<file path="src/rtl/rpn_pkg.sv">
// Shared types for the RPN calculator controller: FSM state codes (as shown on out_Status)
// and error codes (as shown on err_code).
package rpn_pkg;

    localparam int DEF_OPW = 3;

    typedef enum logic [2:0] {
        IDLE      = 3'd0,
        PUSH      = 3'd1,
        EXEC      = 3'd2,
        WAIT_ALU  = 3'd3,
        WRITE_RES = 3'd4,
        ERROR     = 3'd7
    } state_t;

    typedef enum logic [2:0] {
        ERR_NONE = 3'd0,
        ERR_OVF  = 3'd1,
        ERR_UNF  = 3'd2,
        ERR_ALU  = 3'd3,
        ERR_TMO  = 3'd4
    } err_t;

endpackage

</file>
<file path="src/rtl/rpn_stack_ctrl_if.sv">
// Bundles the user-entry, ALU handshake and display/status signals of rpn_stack_ctrl.
// slave = the controller; master = the environment around it (front end, ALU, display).
interface rpn_stack_ctrl_if #(
    parameter int WIDTH = 16,
    parameter int DEPTH = 4,
    parameter int OPW   = rpn_pkg::DEF_OPW
);
    localparam int CW = $clog2(DEPTH + 1);

    logic             enter_pulse;
    logic             enter_is_op;
    logic [WIDTH-1:0] data_in;
    logic [OPW-1:0]   opcode_in;
    logic             clear_pulse;
    logic             alu_done;
    logic             alu_error;
    logic [WIDTH-1:0] alu_result;
    logic             alu_start;
    logic [WIDTH-1:0] alu_op_a;
    logic [WIDTH-1:0] alu_op_b;
    logic [OPW-1:0]   alu_opcode;
    logic [WIDTH-1:0] display_val;
    logic [CW-1:0]    stack_count;
    logic [2:0]       out_Status;
    logic [2:0]       err_code;

    modport slave (
        input  enter_pulse, enter_is_op, data_in, opcode_in, clear_pulse,
               alu_done, alu_error, alu_result,
        output alu_start, alu_op_a, alu_op_b, alu_opcode,
               display_val, stack_count, out_Status, err_code
    );

    modport master (
        output enter_pulse, enter_is_op, data_in, opcode_in, clear_pulse,
               alu_done, alu_error, alu_result,
        input  alu_start, alu_op_a, alu_op_b, alu_opcode,
               display_val, stack_count, out_Status, err_code
    );
endinterface

</file>
<file path="src/rtl/rpn_operand_stack.sv">
// Operand stack of DEPTH x WIDTH registers; push or replace2 (pop two, push one) take one cycle.
// top/next are read combinationally from the registers; no backpressure, the caller checks count.
module rpn_operand_stack #(
    parameter int WIDTH = 16,
    parameter int DEPTH = 4
) (
    input  logic                         clk,
    input  logic                         reset,
    input  logic                         push,
    input  logic                         replace2,
    input  logic                         clear,
    input  logic [WIDTH-1:0]             push_dat,
    input  logic [WIDTH-1:0]             res_dat,
    output logic [WIDTH-1:0]             top,
    output logic [WIDTH-1:0]             next,
    output logic [$clog2(DEPTH+1)-1:0]   count
);
    localparam int AW = $clog2(DEPTH);
    localparam int CW = $clog2(DEPTH + 1);

    logic [WIDTH-1:0] mem [DEPTH];
    logic [CW-1:0]    sp;
    logic [AW-1:0]    wr_idx;
    logic [AW-1:0]    top_idx;
    logic [AW-1:0]    next_idx;

    assign wr_idx   = AW'(sp);
    assign top_idx  = AW'(sp - CW'(1));
    assign next_idx = AW'(sp - CW'(2));

    // Empty slots read as zero so the display shows 0 after a clear without wiping entries.
    assign top   = (sp == '0)      ? '0 : mem[top_idx];
    assign next  = (sp < CW'(2))   ? '0 : mem[next_idx];
    assign count = sp;

    always_ff @(posedge clk or negedge reset) begin
        if (!reset) begin
            sp <= '0;
            for (int i = 0; i < DEPTH; i++) mem[i] <= '0;
        end else if (clear) begin
            sp <= '0;
        end else if (push) begin
            mem[wr_idx] <= push_dat;
            sp          <= sp + CW'(1);
        end else if (replace2) begin
            mem[next_idx] <= res_dat;
            sp            <= sp - CW'(1);
        end
    end
endmodule

</file>
<file path="src/rtl/rpn_stack_ctrl.sv">
// RPN controller: operand push visible on display 2 cycles after entry; operator runs the ALU via start/done.
// Entries arriving outside IDLE are dropped (no queuing); clear_pulse overrides everything.
module rpn_stack_ctrl #(
    parameter int WIDTH       = 16,
    parameter int DEPTH       = 4,
    parameter int OPW         = rpn_pkg::DEF_OPW,
    parameter int ALU_TIMEOUT = 64
) (
    input  logic           clk,
    input  logic           reset,
    rpn_stack_ctrl_if.slave bus
);
    import rpn_pkg::*;

    localparam int CW = $clog2(DEPTH + 1);
    localparam int TW = $clog2(ALU_TIMEOUT);

    state_t           state;
    err_t             err;
    logic [OPW-1:0]   opcode_q;
    logic             alu_start_q;
    logic [TW-1:0]    cnt;
    logic [WIDTH-1:0] din_q;
    logic [WIDTH-1:0] res_q;
    logic [CW-1:0]    count;
    logic [WIDTH-1:0] top;
    logic [WIDTH-1:0] next;
    logic             push;
    logic             replace2;

    assign push     = (state == PUSH);
    assign replace2 = (state == WRITE_RES);

    rpn_operand_stack #(.WIDTH(WIDTH), .DEPTH(DEPTH)) u_stack (
        .clk      (clk),
        .reset    (reset),
        .push     (push),
        .replace2 (replace2),
        .clear    (bus.clear_pulse),
        .push_dat (din_q),
        .res_dat  (res_q),
        .top      (top),
        .next     (next),
        .count    (count)
    );

    always_ff @(posedge clk or negedge reset) begin
        if (!reset) begin
            state       <= IDLE;
            err         <= ERR_NONE;
            opcode_q    <= '0;
            alu_start_q <= 1'b0;
            cnt         <= '0;
            din_q       <= '0;
            res_q       <= '0;
        end else if (bus.clear_pulse) begin
            state       <= IDLE;
            err         <= ERR_NONE;
            alu_start_q <= 1'b0;
            cnt         <= '0;
        end else begin
            alu_start_q <= 1'b0;
            case (state)
                IDLE: if (bus.enter_pulse) begin
                    if (!bus.enter_is_op) begin
                        if (count < CW'(DEPTH)) begin
                            din_q <= bus.data_in;
                            state <= PUSH;
                        end else begin
                            err   <= ERR_OVF;
                            state <= ERROR;
                        end
                    end else if (count >= CW'(2)) begin
                        opcode_q    <= bus.opcode_in;
                        alu_start_q <= 1'b1;
                        state       <= EXEC;
                    end else begin
                        err   <= ERR_UNF;
                        state <= ERROR;
                    end
                end
                PUSH:  state <= IDLE;
                EXEC: begin
                    cnt   <= '0;
                    state <= WAIT_ALU;
                end
                // A done arriving in the final counted cycle still wins over the timeout.
                WAIT_ALU: begin
                    if (bus.alu_done) begin
                        if (bus.alu_error) begin
                            err   <= ERR_ALU;
                            state <= ERROR;
                        end else begin
                            res_q <= bus.alu_result;
                            state <= WRITE_RES;
                        end
                    end else if (cnt == TW'(ALU_TIMEOUT - 1)) begin
                        err   <= ERR_TMO;
                        state <= ERROR;
                    end else begin
                        cnt <= cnt + TW'(1);
                    end
                end
                WRITE_RES: state <= IDLE;
                ERROR:     state <= ERROR;
                default:   state <= IDLE;
            endcase
        end
    end

    assign bus.alu_start   = alu_start_q;
    assign bus.alu_op_a    = next;
    assign bus.alu_op_b    = top;
    assign bus.alu_opcode  = opcode_q;
    assign bus.display_val = top;
    assign bus.stack_count = count;
    assign bus.out_Status  = state;
    assign bus.err_code    = err;
endmodule

</file>
<file path="src/flat_wrapper.sv">
// flat-port wrapper written by rule: the top's interface ports become plain ports
module rpn_stack_ctrl_flat import rpn_pkg::*;
#(
    parameter int WIDTH       = 16,
    parameter int DEPTH       = 4,
    parameter int OPW         = rpn_pkg::DEF_OPW,
    parameter int ALU_TIMEOUT = 64
)
  (clk, reset, bus_enter_pulse, bus_enter_is_op, bus_data_in, bus_opcode_in, bus_clear_pulse, bus_alu_done, bus_alu_error, bus_alu_result, bus_alu_start, bus_alu_op_a, bus_alu_op_b, bus_alu_opcode, bus_display_val, bus_stack_count, bus_out_Status, bus_err_code);
  rpn_stack_ctrl_if #(.WIDTH(WIDTH), .DEPTH(DEPTH), .OPW(OPW)) bus_i ();
  input  logic clk;
  input  logic reset;
  input wire logic [$bits(bus_i.enter_pulse)-1:0] bus_enter_pulse;
  input wire logic [$bits(bus_i.enter_is_op)-1:0] bus_enter_is_op;
  input wire logic [$bits(bus_i.data_in)-1:0] bus_data_in;
  input wire logic [$bits(bus_i.opcode_in)-1:0] bus_opcode_in;
  input wire logic [$bits(bus_i.clear_pulse)-1:0] bus_clear_pulse;
  input wire logic [$bits(bus_i.alu_done)-1:0] bus_alu_done;
  input wire logic [$bits(bus_i.alu_error)-1:0] bus_alu_error;
  input wire logic [$bits(bus_i.alu_result)-1:0] bus_alu_result;
  output wire logic [$bits(bus_i.alu_start)-1:0] bus_alu_start;
  output wire logic [$bits(bus_i.alu_op_a)-1:0] bus_alu_op_a;
  output wire logic [$bits(bus_i.alu_op_b)-1:0] bus_alu_op_b;
  output wire logic [$bits(bus_i.alu_opcode)-1:0] bus_alu_opcode;
  output wire logic [$bits(bus_i.display_val)-1:0] bus_display_val;
  output wire logic [$bits(bus_i.stack_count)-1:0] bus_stack_count;
  output wire logic [$bits(bus_i.out_Status)-1:0] bus_out_Status;
  output wire logic [$bits(bus_i.err_code)-1:0] bus_err_code;
  assign bus_i.enter_pulse = bus_enter_pulse;
  assign bus_i.enter_is_op = bus_enter_is_op;
  assign bus_i.data_in = bus_data_in;
  assign bus_i.opcode_in = bus_opcode_in;
  assign bus_i.clear_pulse = bus_clear_pulse;
  assign bus_i.alu_done = bus_alu_done;
  assign bus_i.alu_error = bus_alu_error;
  assign bus_i.alu_result = bus_alu_result;
  assign bus_alu_start = bus_i.alu_start;
  assign bus_alu_op_a = bus_i.alu_op_a;
  assign bus_alu_op_b = bus_i.alu_op_b;
  assign bus_alu_opcode = bus_i.alu_opcode;
  assign bus_display_val = bus_i.display_val;
  assign bus_stack_count = bus_i.stack_count;
  assign bus_out_Status = bus_i.out_Status;
  assign bus_err_code = bus_i.err_code;
  rpn_stack_ctrl #(.WIDTH(WIDTH), .DEPTH(DEPTH), .OPW(OPW), .ALU_TIMEOUT(ALU_TIMEOUT)) u_core (.clk(clk), .reset(reset), .bus(bus_i));
endmodule
</file>
<file path="config.mk">
export PLATFORM = sky130hd
export DESIGN_NAME = rpn_stack_ctrl_flat
export DESIGN_NICKNAME = d
export VERILOG_FILES = /design/src/rtl/rpn_pkg.sv /design/src/rtl/rpn_stack_ctrl_if.sv /design/src/rtl/rpn_operand_stack.sv /design/src/rtl/rpn_stack_ctrl.sv /design/src/flat_wrapper.sv
export SDC_FILE = /design/constraint.sdc
export NUM_CORES = 1
export LEC_CHECK = 0
export ABC_AREA = 1
export CAP_MARGIN = 20
export CORE_ASPECT_RATIO = 0.7
export CORE_MARGIN = 5
export CORE_UTILIZATION = 45
export CTS_CLUSTER_SIZE = 10
export DETAILED_ROUTE_END_ITERATION = 10
export PLACE_DENSITY = 0.68
export SYNTH_ARGS = -nofsm -noshare
export SYNTH_HDL_FRONTEND = slang
export SYNTH_SLANG_ARGS = --single-unit
</file>
<file path="constraint.sdc">
create_clock -name clk -period 2.8 [get_ports clk]
set_input_delay 0.56 -clock clk [delete_from_list [all_inputs] [get_ports clk]]
set_output_delay 0.56 -clock clk [all_outputs]
set_load 0.02 [all_outputs]
</file>
==> out/results.md, run 1 <==
| Parameter | Value |
|:---|:---|
| Status | finished clean |
| Relative contribution of sequential cells to total power | 0.297 |
| Largest vdd supply drop | 0.447 mV |
| Number of clock buffers inserted by TritonCTS | 17 |
| Total of warnings raised by yosys | 0 |
| CTS clk-pin slew, worst paths | 0.06 ns |
| Arrival time of data at the critical path endpoint | 2.24 ns |
| Most common cell after layout, fill and taps aside | nand2_1 |
| Total of max-cap violations | 0 |
| Global-route wire length before repair | 32900 microns |
| Category of the worst setup path launch point | flip-flop |
| Net switching power of the design | 0.00436 W |
| Placeable core region | 14800 sq um |
| Power density cells | 1100 nW/um^2 |
| Predominant post-synthesis flop cell | dfrtp_1 |
| Height of the chip | 113 microns |
| Maximum buffer depth of the clock tree | 2 |
| Final setup violation count | 0 |
| Total wirelength of the detailed-routed design | 20500 microns |
| Avg Synthesized Cell Area | 7.22 sq um |
| Fraction of the yosys area taken by sequential cells | 0.419 |
| Highest achievable clock rate | 358 MHz |
| Transition time of the tightest slew-check pin | 0.599 ns |
| Root cell of the clock tree | clkbuf_16 |
| Vias | 6582 |
| Horizontal die dimension | 158 microns |
| End-of-flow core utilization | 0.579 |
| DRC Markers | 0 |
| I/O pin count | 103 |
| Filler-free cell count of the finished design | 1237 |
| Number of hold-repair buffers added at the cts stage | 0 |
| Net count reported at finish | 1079 |
| Worst stage delay on the critical path | 0.41 ns |
| Via count of the first global-routing pass | 5758 |
| Top fanout value on the critical path | 33 |
| Number of distinct standard cells referenced by the synthesized netlist | 32 |
| Number of antenna violations at the first check in global routing | 0 |
| Required time of the critical path | 2.24 ns |
| Die area | 17900 sq um |
| Commonest cells after routing, fill and taps aside | nand2_1, inv_1, dfrtp_1, o21ai_0, a21oi_1 |
| Final slew viol count | 0 |
| Detailed-route wire length per cell | 16.5 microns |
| Fraction of final layout cells with drive strength greater than 1 | 0.135 |
| Share of async-settable or async-resettable flops after synthesis | 1.00 |
| # clock sinks | 115 |
| Final weighted congestion of routability-driven global placement | 0.901 |
| Fin. Hold Viols | 0 |
| Endpoint type of the worst setup path | primary output |
| First-pass DRT Iterations | 6 |
| Combinational cell fraction of total power | 0.483 |
| Switching share of power | 0.462 |
| Cell at the slowest stage of the critical path | dfrtp_2 |
| Net Count, Synth | 999 |
| Startpoint of the lowest-slack register-to-register path | u_core.u_stack.count[0] |
| Count of antenna diodes in the layout | 0 |
| Startpoint of the most critical setup path | u_core.u_stack.count[0] |
| Clk network pwr share | 0.220 |
| Worst-case reg-to-reg path depth | 9 |
| Cell chain of the critical path | inv_1, ha_1, buf_12, a21oi_1, o21ai_0, a21oi_4, dlygate4sd2_1 |
| Mapped Cells | 951 |
| Cell internal pwr | 0.00508 W |
| Synth Cell Area | 6860 sq um |
| Via-per-instance ratio | 5.32 |
| TritonCTS clock tree | done |
| Family with the most delay on the worst path | buffers and inverters |
| Number of synthesized register bits | 115 |
| P&R area growth vs syn | 25.1% |
| Clk Latency, worst-skew pair | 0.41 ns |
| Antenna Violating Nets Remaining | 0 |
| GRT Total Usage | 0.233 |
| Tcrit/Tclk final | 0.998 |
| CTS H-tree lvls | 4 |
| Post-placement cell count | 1205 |
| Initial standard-cell utilization of the core | 0.463 |
| Setup slack of the most critical reg-to-reg path | 0.70 ns |
| Min Hold Slack | 0.150 ns |
| Total grt overflow | 0 |
| Count of standard-cell rows | 37 |
| HPWL Detailed | 14800 microns |
| Sum of buffers and inverters on the critical path | 3 |
| Number of enable flip-flop cells after synthesis | 0 |
| Overall power consumption | 0.00944 W |
| Number of DRC markers after the initial detailed-route iteration | 847 |
| Shortest period the worst path allows | 2.80 ns |
| Setup Crit Path Kind | reg -> out |
| Total leakage power | 4.04 nW |
| IO Port Bufs | 102 |
| Endpoint of the most critical register-to-register path | u_core.u_stack.mem[8] |
| Clk_skew | 0.00876 ns |
| Slew margin rel. | 0.601 |
| Min-delay worst type | in -> async |
| Setup repair after global routing missed its margin | true |
| Final-layout setup total negative slack | 0 ns |
| Largest net degree at the start of global routing | 45 |
## power groups by stage
stage | clock (W) | combinational (W) | sequential (W)
detailed placement | 0 | 0.00470 | 0.00280
floorplan | 0 | 0.00326 | 0.00269
finish | 0.00207 | 0.00456 | 0.00281
CTS | 0.00210 | 0.00456 | 0.00277
global placement | 0 | 0.00465 | 0.00278
global route | 0.00218 | 0.00502 | 0.00288
## cell type report
class	instances	area (sq um)
Fill cell	1384	6230
Multi-Input combinational cell	645	3260
Sequential cell	115	2880
Timing Repair Buffer	130	1170
Clock buffer	22	484
Inverter	122	459
Tap cell	195	244
Clock inverter	8	80.1
## cells in the mapped netlist (6+ instances only)
master | count | area, sq um
ha_1 | 6 | 75.1
mux2_2 | 14 | 158
buf_2 | 13 | 65.1
o21ai_0 | 109 | 546
o21ai_1 | 32 | 160
buf_4 | 22 | 165
buf_1 | 7 | 26.3
a21oi_1 | 94 | 470
nor2_1 | 25 | 93.8
nand3_1 | 38 | 190
nand2_1 | 279 | 1050
o211ai_1 | 16 | 120
inv_1 | 116 | 435
clkbuf_1 | 21 | 78.8
nand4_1 | 7 | 43.8
buf_6 | 6 | 67.6
dfrtp_1 | 115 | 2880
## worst max path at each step
stage	endpoint	slack, ns	cells after the start
floorplan	bus_display_val[2]	0.02	10
finish	bus_display_val[9]	0.005	7
global route	bus_alu_op_b[9]	-0.04	7
global placement	bus_display_val[12]	0.29	7
CTS	bus_alu_op_b[12]	0.03	7
detailed placement	bus_alu_op_b[12]	0.22	7
## registers in the layout (all words and copies together), names as in the netlist
signal,flops
u_core.bus.out_Status,3
u_core.u_stack.mem,64
u_core.cnt,6
u_core.bus.alu_start,1
u_core.bus.err_code,3
u_core.bus.alu_opcode,3
u_core.res_q,16
u_core.din_q,16
u_core.u_stack.count,3
## per-stage QoR
stage               area (sq um)  setup WS [ns]
global placement            8090          0.293
floorplan                   7020         0.0187
detailed placement          8090          0.215
global route                8580        -0.0432
CTS                         8620         0.0279
finish                      8580        0.00467
## per-layer routing
layer | up-vias | routed length [microns] | global-route usage
met5 | - | 0 | 0
met4 | 0 | 112 | 0.0344
met3 | 12 | 2610 | 0.0830
met2 | 407 | 6970 | 0.260
met1 | 2958 | 10800 | 0.409
li1 | 3205 | - | -
## worst reg2reg max path, stage by stage, from the launching register on
cell and delay, ns:
dfrtp_2 0.36, buf_4 0.32, ha_1 0.31, inv_1 0.06, nand2_1 0.08, o21ai_0 0.16
nor2_4 0.30, buf_12 0.19, nand2_1 0.12, o21ai_1 0.12
## logic make-up (layout without fill, tap and decap cells)
kind of cell | Yosys count | after routing | share of synthesized area
simple gates | 365 | 365 | 0.221
mux | 14 | 14 | 0.0230
compound gates | 258 | 258 | 0.198
fa+ha+maj | 6 | 6 | 0.0109
flops | 115 | 115 | 0.419
xor+xnor | 2 | 2 | 0.00255
buf+inv | 191 | 282 | 0.125
## repair_timing
action,CTS,global route
setup endpoints to repair,33,30
hold endpoints to repair,0,0
resized for setup,33,70
pin swaps,0,0
setup buffers,0,0
No activity file was read; power rests on OpenSTA's default activity.
==> run 2, diff against run 1 <==
--- a/config.mk
+++ b/config.mk
@@ -13,6 +13,7 @@
 export CTS_CLUSTER_SIZE = 10
 export DETAILED_ROUTE_END_ITERATION = 10
 export PLACE_DENSITY = 0.68
+export SLEW_MARGIN = 20
 export SYNTH_ARGS = -nofsm -noshare
 export SYNTH_HDL_FRONTEND = slang
 export SYNTH_SLANG_ARGS = --single-unit
==> out/results.md, run 2 (synthesis results as in run 1) <==
| Parameter | Value | Change |
|:---|:---|:---|
| Status | finished clean |  |
| Vias | 6579 | -0.046% |
| Total of max-cap violations | 0 | unchanged |
| Highest achievable clock rate | 358 MHz | +0.10% |
| Final weighted congestion of routability-driven global placement | 0.901 | unchanged |
| Via count of the first global-routing pass | 5758 | unchanged |
| Most common cell after layout, fill and taps aside | nand2_1 |  |
| P&R area growth vs syn | 24.8% |  |
| Post-placement setup slack | 0.215 ns | unchanged |
| Final setup violation count | 0 | unchanged |
| Combinational cell fraction of total power | 0.483 | about the same |
| Filler-free cell count of the finished design | 1235 | -0.16% |
| I/O pin count | 103 | unchanged |
| Sum of buffers and inverters on the critical path | 3 | unchanged |
| Clk_skew | 0.00931 ns | +0.000545 ns |
| Setup repair after global routing missed its margin | true |  |
| Post-route design area | 8570 sq um | -0.17% |
| Min-delay worst type | in -> async |  |
| Top fanout value on the critical path | 33 | unchanged |
| Fin. Hold Viols | 0 | unchanged |
| Fraction of final layout cells with drive strength greater than 1 | 0.134 | -0.00166 |
| Net switching power of the design | 0.00437 W | +0.21% |
| Height of the chip | 113 microns | unchanged |
| Slew margin rel. | 0.498 | -0.103 |
| Required time of the critical path | 2.24 ns | about the same |
| Horizontal die dimension | 158 microns | unchanged |
| Setup slack of the most critical reg-to-reg path | 0.67 ns | -0.03 ns |
| Crit path setup slack, layout | 0.00750 ns | +0.00283 ns |
| Arrival time of data at the critical path endpoint | 2.23 ns | about the same |
| Number of antenna violations at the first check in global routing | 0 | unchanged |
| Antenna Violating Nets Remaining | 0 | unchanged |
| First-pass DRT Iterations | 6 | unchanged |
| Transition time of the tightest slew-check pin | 0.751 ns | +0.151 ns |
| Placeable core region | 14800 sq um | unchanged |
| Largest registers | u_core.u_stack.mem: 64 flops, u_core.din_q: 16 flops, u_core.res_q: 16 flops |  |
| End-of-flow core utilization | 0.578 | -0.00101 |
| DRC Markers | 0 | unchanged |
| # clock sinks | 115 | unchanged |
| Die area | 17900 sq um | unchanged |
| Count of antenna diodes in the layout | 0 | unchanged |
| Setup Crit Path Kind | reg -> out |  |
| IO Port Bufs | 102 | unchanged |
| Largest vdd supply drop | 0.445 mV | -0.63% |
| Tcrit/Tclk final | 0.997 | -0.00101 |
| Instance area after placement | 8090 sq um | unchanged |
| Family with the most delay on the worst path | buffers and inverters |  |
| Commonest cells after routing, fill and taps aside | nand2_1, inv_1, dfrtp_1, o21ai_0, a21oi_1 |  |
| Total leakage power | 4.03 nW | -0.35% |
| CTS H-tree lvls | 4 | unchanged |
| Worst stage delay on the critical path | 0.41 ns | about the same |
| Post-CTS setup buffer count | 0 | unchanged |
| Category of the worst setup path launch point | flip-flop |  |
| Clk network pwr share | 0.219 | about the same |
| Switching share of power | 0.463 | +0.000806 |
| Number of clock buffers inserted by TritonCTS | 17 | unchanged |
| Relative contribution of sequential cells to total power | 0.297 | about the same |
| Layout fillers | 1384 | unchanged |
| Total grt overflow | 0 | unchanged |
| Endpoint type of the worst setup path | primary output |  |
| Largest net degree at the start of global routing | 45 | unchanged |
| Count of standard-cell rows | 37 | unchanged |
| HPWL Detailed | 14800 microns | unchanged |
| GRT Total Usage | 0.233 | unchanged |
| Largest Register | u_core.u_stack.mem |  |
| TritonCTS clock tree | done |  |
| Maximum buffer depth of the clock tree | 2 | unchanged |
| Cell chain of the critical path | inv_1, ha_1, buf_12, a21oi_1, o21ai_0, a21oi_4, dlygate4sd2_1 |  |
| Shortest period the worst path allows | 2.79 ns | -0.00283 ns |
| Flip-flop count of the largest register after layout | 64 | unchanged |
| Initial standard-cell utilization of the core | 0.463 | unchanged |
| Final-layout setup total negative slack | 0 ns | unchanged |
| Global-route wire length before repair | 32900 microns | unchanged |
| Via-per-instance ratio | 5.33 | +0.12% |
| Post-placement cell count | 1205 | unchanged |
| CTS clk-pin slew, worst paths | 0.06 ns | about the same |
| Net count reported at finish | 1077 | -0.19% |
| Final slew viol count | 0 | unchanged |
| Number of DRC markers after the initial detailed-route iteration | 854 | +0.83% |
| Power density cells | 1100 nW/um^2 | +0.21% |
| Detailed-route wire length per cell | 16.6 microns | +0.31% |
| Clk Latency, worst-skew pair | 0.41 ns | about the same |
| Cell internal pwr | 0.00508 W | -0.11% |
| Root cell of the clock tree | clkbuf_16 |  |
| Total wirelength of the detailed-routed design | 20500 microns | +0.15% |
| Cell at the slowest stage of the critical path | dfrtp_2 |  |
-- run 2: final timing paths --
check / from / endpoint / cells after the start
min: reset / u_core.bus.out_Status[2] / 1
min in group clk: u_core.bus.err_code[1] / u_core.bus.err_code[1] / 2
min reg2reg: u_core.bus.err_code[1] / u_core.bus.err_code[1] / 2
max: u_core.u_stack.count[0] / bus_display_val[9] / 7
max in group asynchronous: reset / u_core.u_stack.mem[58] / 2
max reg2reg: u_core.u_stack.count[0] / u_core.u_stack.mem[34] / 6
-- run 2: power groups by stage --
stage	clock [W]	combinational, W	sequential (W)
detailed placement	0	0.00470	0.00280
global route	0.00218	0.00502	0.00288
global placement	0	0.00465	0.00278
CTS	0.00210	0.00456	0.00277
finish	0.00207	0.00457	0.00281
floorplan	0	0.00326	0.00269
-- run 2: layer usage --
| layer | global-route usage | share of wire | vias up |
|---|---|---|---|
| met3 | 0.0830 | 0.12 | 15 |
| met4 | 0.0344 | 0.0062 | 0 |
| met2 | 0.260 | 0.34 | 406 |
| met1 | 0.409 | 0.53 | 2950 |
| li1 | - | - | 3208 |
| met5 | 0 | 0 | - |
-- run 2: through the flow --
step	total power, W	hold WS (ns)
global route	0.0101	0.189
finish	0.00945	0.148
global placement	0.00743	0.458
floorplan	0.00595	0.264
CTS	0.00943	0.166
detailed placement	0.00750	0.463
-- run 2: what timing repair did --
| item | 4_1_cts | 5_1_grt |
|---|---|---|
| cloned | 0 | 0 |
| setup endpoints to repair | 33 | 30 |
| hold buffers | 0 | 0 |
| hold endpoints to repair | 0 | 0 |
| resized for setup | 33 | 70 |
-- run 2: layout make-up --
type | count | area [sq um] | share of cell area
clock inverter | 8 | 80.1 | 0.00935
sequential | 115 | 2880 | 0.336
multi-input combinational | 645 | 3270 | 0.382
tap | 195 | 244 | 0.0285
inverter | 122 | 459 | 0.0536
clock buffer | 22 | 484 | 0.0565
timing repair buffer | 128 | 1140 | 0.134
==> run 3, diff against run 2 <==
--- a/config.mk
+++ b/config.mk
@@ -5,14 +5,14 @@
 export SDC_FILE = /design/constraint.sdc
 export NUM_CORES = 1
 export LEC_CHECK = 0
-export ABC_AREA = 1
+export ABC_AREA = 0
 export CAP_MARGIN = 20
 export CORE_ASPECT_RATIO = 0.7
 export CORE_MARGIN = 5
-export CORE_UTILIZATION = 45
+export CORE_UTILIZATION = 30
 export CTS_CLUSTER_SIZE = 10
 export DETAILED_ROUTE_END_ITERATION = 10
-export PLACE_DENSITY = 0.68
+export PLACE_DENSITY = 0.48
 export SLEW_MARGIN = 20
 export SYNTH_ARGS = -nofsm -noshare
 export SYNTH_HDL_FRONTEND = slang
==> out/results.md, run 3 <==
| Parameter | Value | Change |
|:---|:---|:---|
| Mapped Cells | 526 | -45% |
| Global-route wire length before repair | 32300 microns | -1.9% |
| Via-per-instance ratio | 5.57 | +4.6% |
| # clock sinks | 115 | unchanged |
| Net count reported at finish | 672 | -38% |
| Placeable core region | 21700 sq um | +46% |
| Synth Cell Area | 6600 sq um | -3.9% |
| Total of warnings raised by yosys | 0 | unchanged |
| Total wirelength of the detailed-routed design | 20700 microns | +1.2% |
| CTS H-tree lvls | 4 | unchanged |
| Endpoint type of the worst setup path | primary output |  |
| Die area | 25100 sq um | +41% |
| Number of distinct standard cells referenced by the synthesized netlist | 56 | +75% |
| Largest Register | u_core.u_stack.mem |  |
| IO Port Bufs | 102 | unchanged |
| Clk_skew | 0.00866 ns | -0.000652 ns |
| Height of the chip | 134 microns | +18% |
| Flip-flop count of the largest register after layout | 64 | unchanged |
| Cell at the slowest stage of the critical path | mux4_2 |  |
| Largest vdd supply drop | 0.710 mV | +60% |
| I/O pin count | 103 | unchanged |
| DRC Markers | 0 | unchanged |
| Count of standard-cell rows | 45 | +22% |
| TritonCTS clock tree | done |  |
| Horizontal die dimension | 187 microns | +19% |
| Via count of the first global-routing pass | 5387 | -6.4% |
| Total leakage power | 3.62 nW | -10% |
| Min Hold Slack | 0.0972 ns | -0.0504 ns |
| Slew margin rel. | 0.508 | +0.0105 |
| Setup slack of the most critical reg-to-reg path | 0.62 ns | -0.05 ns |
| Commonest cells after routing, fill and taps aside | dfrtp_1, a22oi_1, o2bb2ai_1, clkdlybuf4s50_1, mux2_2 |  |
| Vias | 5109 | -22% |
| Detailed-route wire length per cell | 22.6 microns | +36% |
| Top fanout value on the critical path | 6 | -82% |
| Required time of the critical path | 2.24 ns | about the same |
| Maximum buffer depth of the clock tree | 2 | unchanged |
| Power density cells | 1300 nW/um^2 | +18% |
| Number of hold-repair buffers added at the cts stage | 0 | unchanged |
| Layout fillers | 2025 | +46% |
| Most common cell after layout, fill and taps aside | dfrtp_1 |  |
| Largest registers | u_core.u_stack.mem: 64 flops, u_core.din_q: 16 flops, u_core.res_q: 16 flops |  |
| Number of DRC markers after the initial detailed-route iteration | 508 | -41% |
| Total grt overflow | 0 | unchanged |
| Category of the worst setup path launch point | flip-flop |  |
| Fraction of the yosys area taken by sequential cells | 0.436 | +0.0169 |
| Clk Latency, worst-skew pair | 0.41 ns | about the same |
| Final weighted congestion of routability-driven global placement | 0.802 | -11% |
| Number of enable flip-flop cells after synthesis | 0 | unchanged |
| Sequential cell area in the final layout | 2880 sq um | about the same |
| Share of async-settable or async-resettable flops after synthesis | 1.00 | unchanged |
| Final slew viol count | 0 | unchanged |
| Synth cell count leaders | dfrtp_1, a22oi_1, o2bb2ai_1 |  |
| Most common cell in the synthesized netlist | dfrtp_1 |  |
| Setup repair after global routing missed its margin | true |  |
| Fin. Hold Viols | 0 | unchanged |
| Area used by multi-input combinational logic | 3360 sq um | +2.6% |
| Highest achievable clock rate | 360 MHz | +0.65% |
| Total of max-cap violations | 0 | unchanged |
| Setup Crit Path Kind | reg -> out |  |
| Largest net degree at the start of global routing | 55 | +22% |
| Count of antenna diodes in the layout | 0 | unchanged |
| Final setup violation count | 0 | unchanged |
| Root cell of the clock tree | clkbuf_16 |  |
| CTS clk-pin slew, worst paths | 0.06 ns | about the same |
| Yosys top cell area share | 0.436 | +0.0169 |
| Fraction of final layout cells with drive strength greater than 1 | 0.335 | +0.202 |
| Initial standard-cell utilization of the core | 0.304 | -0.159 |
| Number of clock buffers inserted by TritonCTS | 17 | unchanged |
| Cell accounting for the most synthesized area | dfrtp_1 |  |
| Predominant post-synthesis flop cell | dfrtp_1 |  |
| Shortest period the worst path allows | 2.77 ns | -0.0179 ns |
| Antenna Violating Nets Remaining | 0 | unchanged |
| HPWL Detailed | 14300 microns | -3.6% |
| Synth area leaders | dfrtp_1, mux4_2, o2bb2ai_1 |  |
| Number of antenna violations at the first check in global routing | 0 | unchanged |
| P&R area growth vs syn | 32.4% |  |
| Final-layout setup total negative slack | 0 ns | unchanged |
| Tcrit/Tclk final | 0.991 | -0.00641 |
| Cell chain of the critical path | inv_4, ha_4, buf_12, mux4_2, nor2b_4, buf_6 |  |
| Sum of buffers and inverters on the critical path | 3 | unchanged |
| First-pass DRT Iterations | 6 | unchanged |
| Avg Synthesized Cell Area | 12.5 sq um | +74% |
| Min-delay worst type | in -> async |  |
| Net Count, Synth | 574 | -43% |
| Family with the most delay on the worst path | multiplexers |  |
| GRT Total Usage | 0.166 | -0.0674 |
| Status | finished clean |  |
| Arrival time of data at the critical path endpoint | 2.21 ns | -0.02 ns |
| Transition time of the tightest slew-check pin | 0.735 ns | -0.0157 ns |
| Number of synthesized register bits | 115 | unchanged |
| Worst stage delay on the critical path | 0.50 ns | +0.09 ns |
run 3: cell types whose count changed in the layout (fill, tap and decap cells not counted), moves of 28 or more:
cell,delta
a21oi_1,-66
a22oi_1,+61
buf_6,+32
clkbuf_2,-28
inv_1,-106
mux4_2,+32
nand2_1,-273
nand3_1,-32
o21ai_0,-100
o21ai_1,-30
o2bb2ai_1,+59
run 3: timing repair:
item                       in CTS  in global routing
gates cloned                    1                  0
pin swaps                       1                  1
gates resized for setup       157                 80
buffers inserted                3                  1
setup endpoints to repair      48                 48
run 3: logic make-up after synthesis:
| logic type | after synthesis | share of synthesized area |
|---|---|---|
| buffers and inverters | 74 | 0.0755 |
| xor gates and xnor gates | 1 | 0.00247 |
| adders and majority gates | 6 | 0.0114 |
| DFF | 115 | 0.436 |
| and+or+nand+nor | 93 | 0.0952 |
| muxes | 69 | 0.172 |
| AOI/OAI and AO/OA | 168 | 0.207 |
run 3: layer usage:
metal	up-vias	global-route usage	share of wire
met2	229	0.243	0.44
met4	0	0.0649	0.017
met5	-	0	0
li1	2233	-	-
met1	2611	0.240	0.47
met3	36	0.0346	0.072
run 3: cell type report:
class | count | share of cell area
multi-input combinational | 337 | 0.385
sequential | 115 | 0.330
timing repair buffer | 141 | 0.169
clock buffer | 20 | 0.0523
tap | 282 | 0.0404
clock inverter | 10 | 0.0181
inverter | 12 | 0.00545
run 3: path summary, 6_finish.rpt:
check                                    startpoint                endpoint  cells after the start
max reg2reg                u_core.bus.out_Status[2]  u_core.u_stack.mem[22]                      4
max in group asynchronous                     reset  u_core.u_stack.mem[12]                      2
max                         u_core.u_stack.count[0]      bus_display_val[1]                      6
min in group clk             u_core.bus.err_code[2]  u_core.bus.err_code[2]                      1
min                                           reset  u_core.bus.err_code[2]                      1
min reg2reg                  u_core.bus.err_code[2]  u_core.bus.err_code[2]                      1
run 3: where the power goes:
part / leakage, nW / switching, W / total, W / internal (W)
registers: 1.46 / 0.000755 / 0.00310 / 0.00235
logic: 1.86 / 0.00285 / 0.00596 / 0.00311
clock network: 0.294 / 0.000770 / 0.00229 / 0.00152
run 3: per-stage QoR:
stage          instance area, sq um   util  total power, W  std cells  setup WS (ns)
3_3_place_gp                   7890  0.364         0.00849        883         0.0859
3_5_place_dp                   7890  0.364         0.00857        883         0.0748
6_report                       8730  0.403          0.0113        917         0.0254
2_1_floorplan                  6720      -         0.00679        526        -0.0643
5_1_grt                        8730  0.403          0.0119        917        -0.0566
4_1_cts                        8510  0.393          0.0110        917        -0.0900
run 3: worst reg2reg max path: stages, from the launching register on:
cell and delay [ns]:
dfrtp_1 0.50, nor3b_4 0.51, and2_1 0.50, o21ai_4 0.31, o2bb2ai_1 0.22
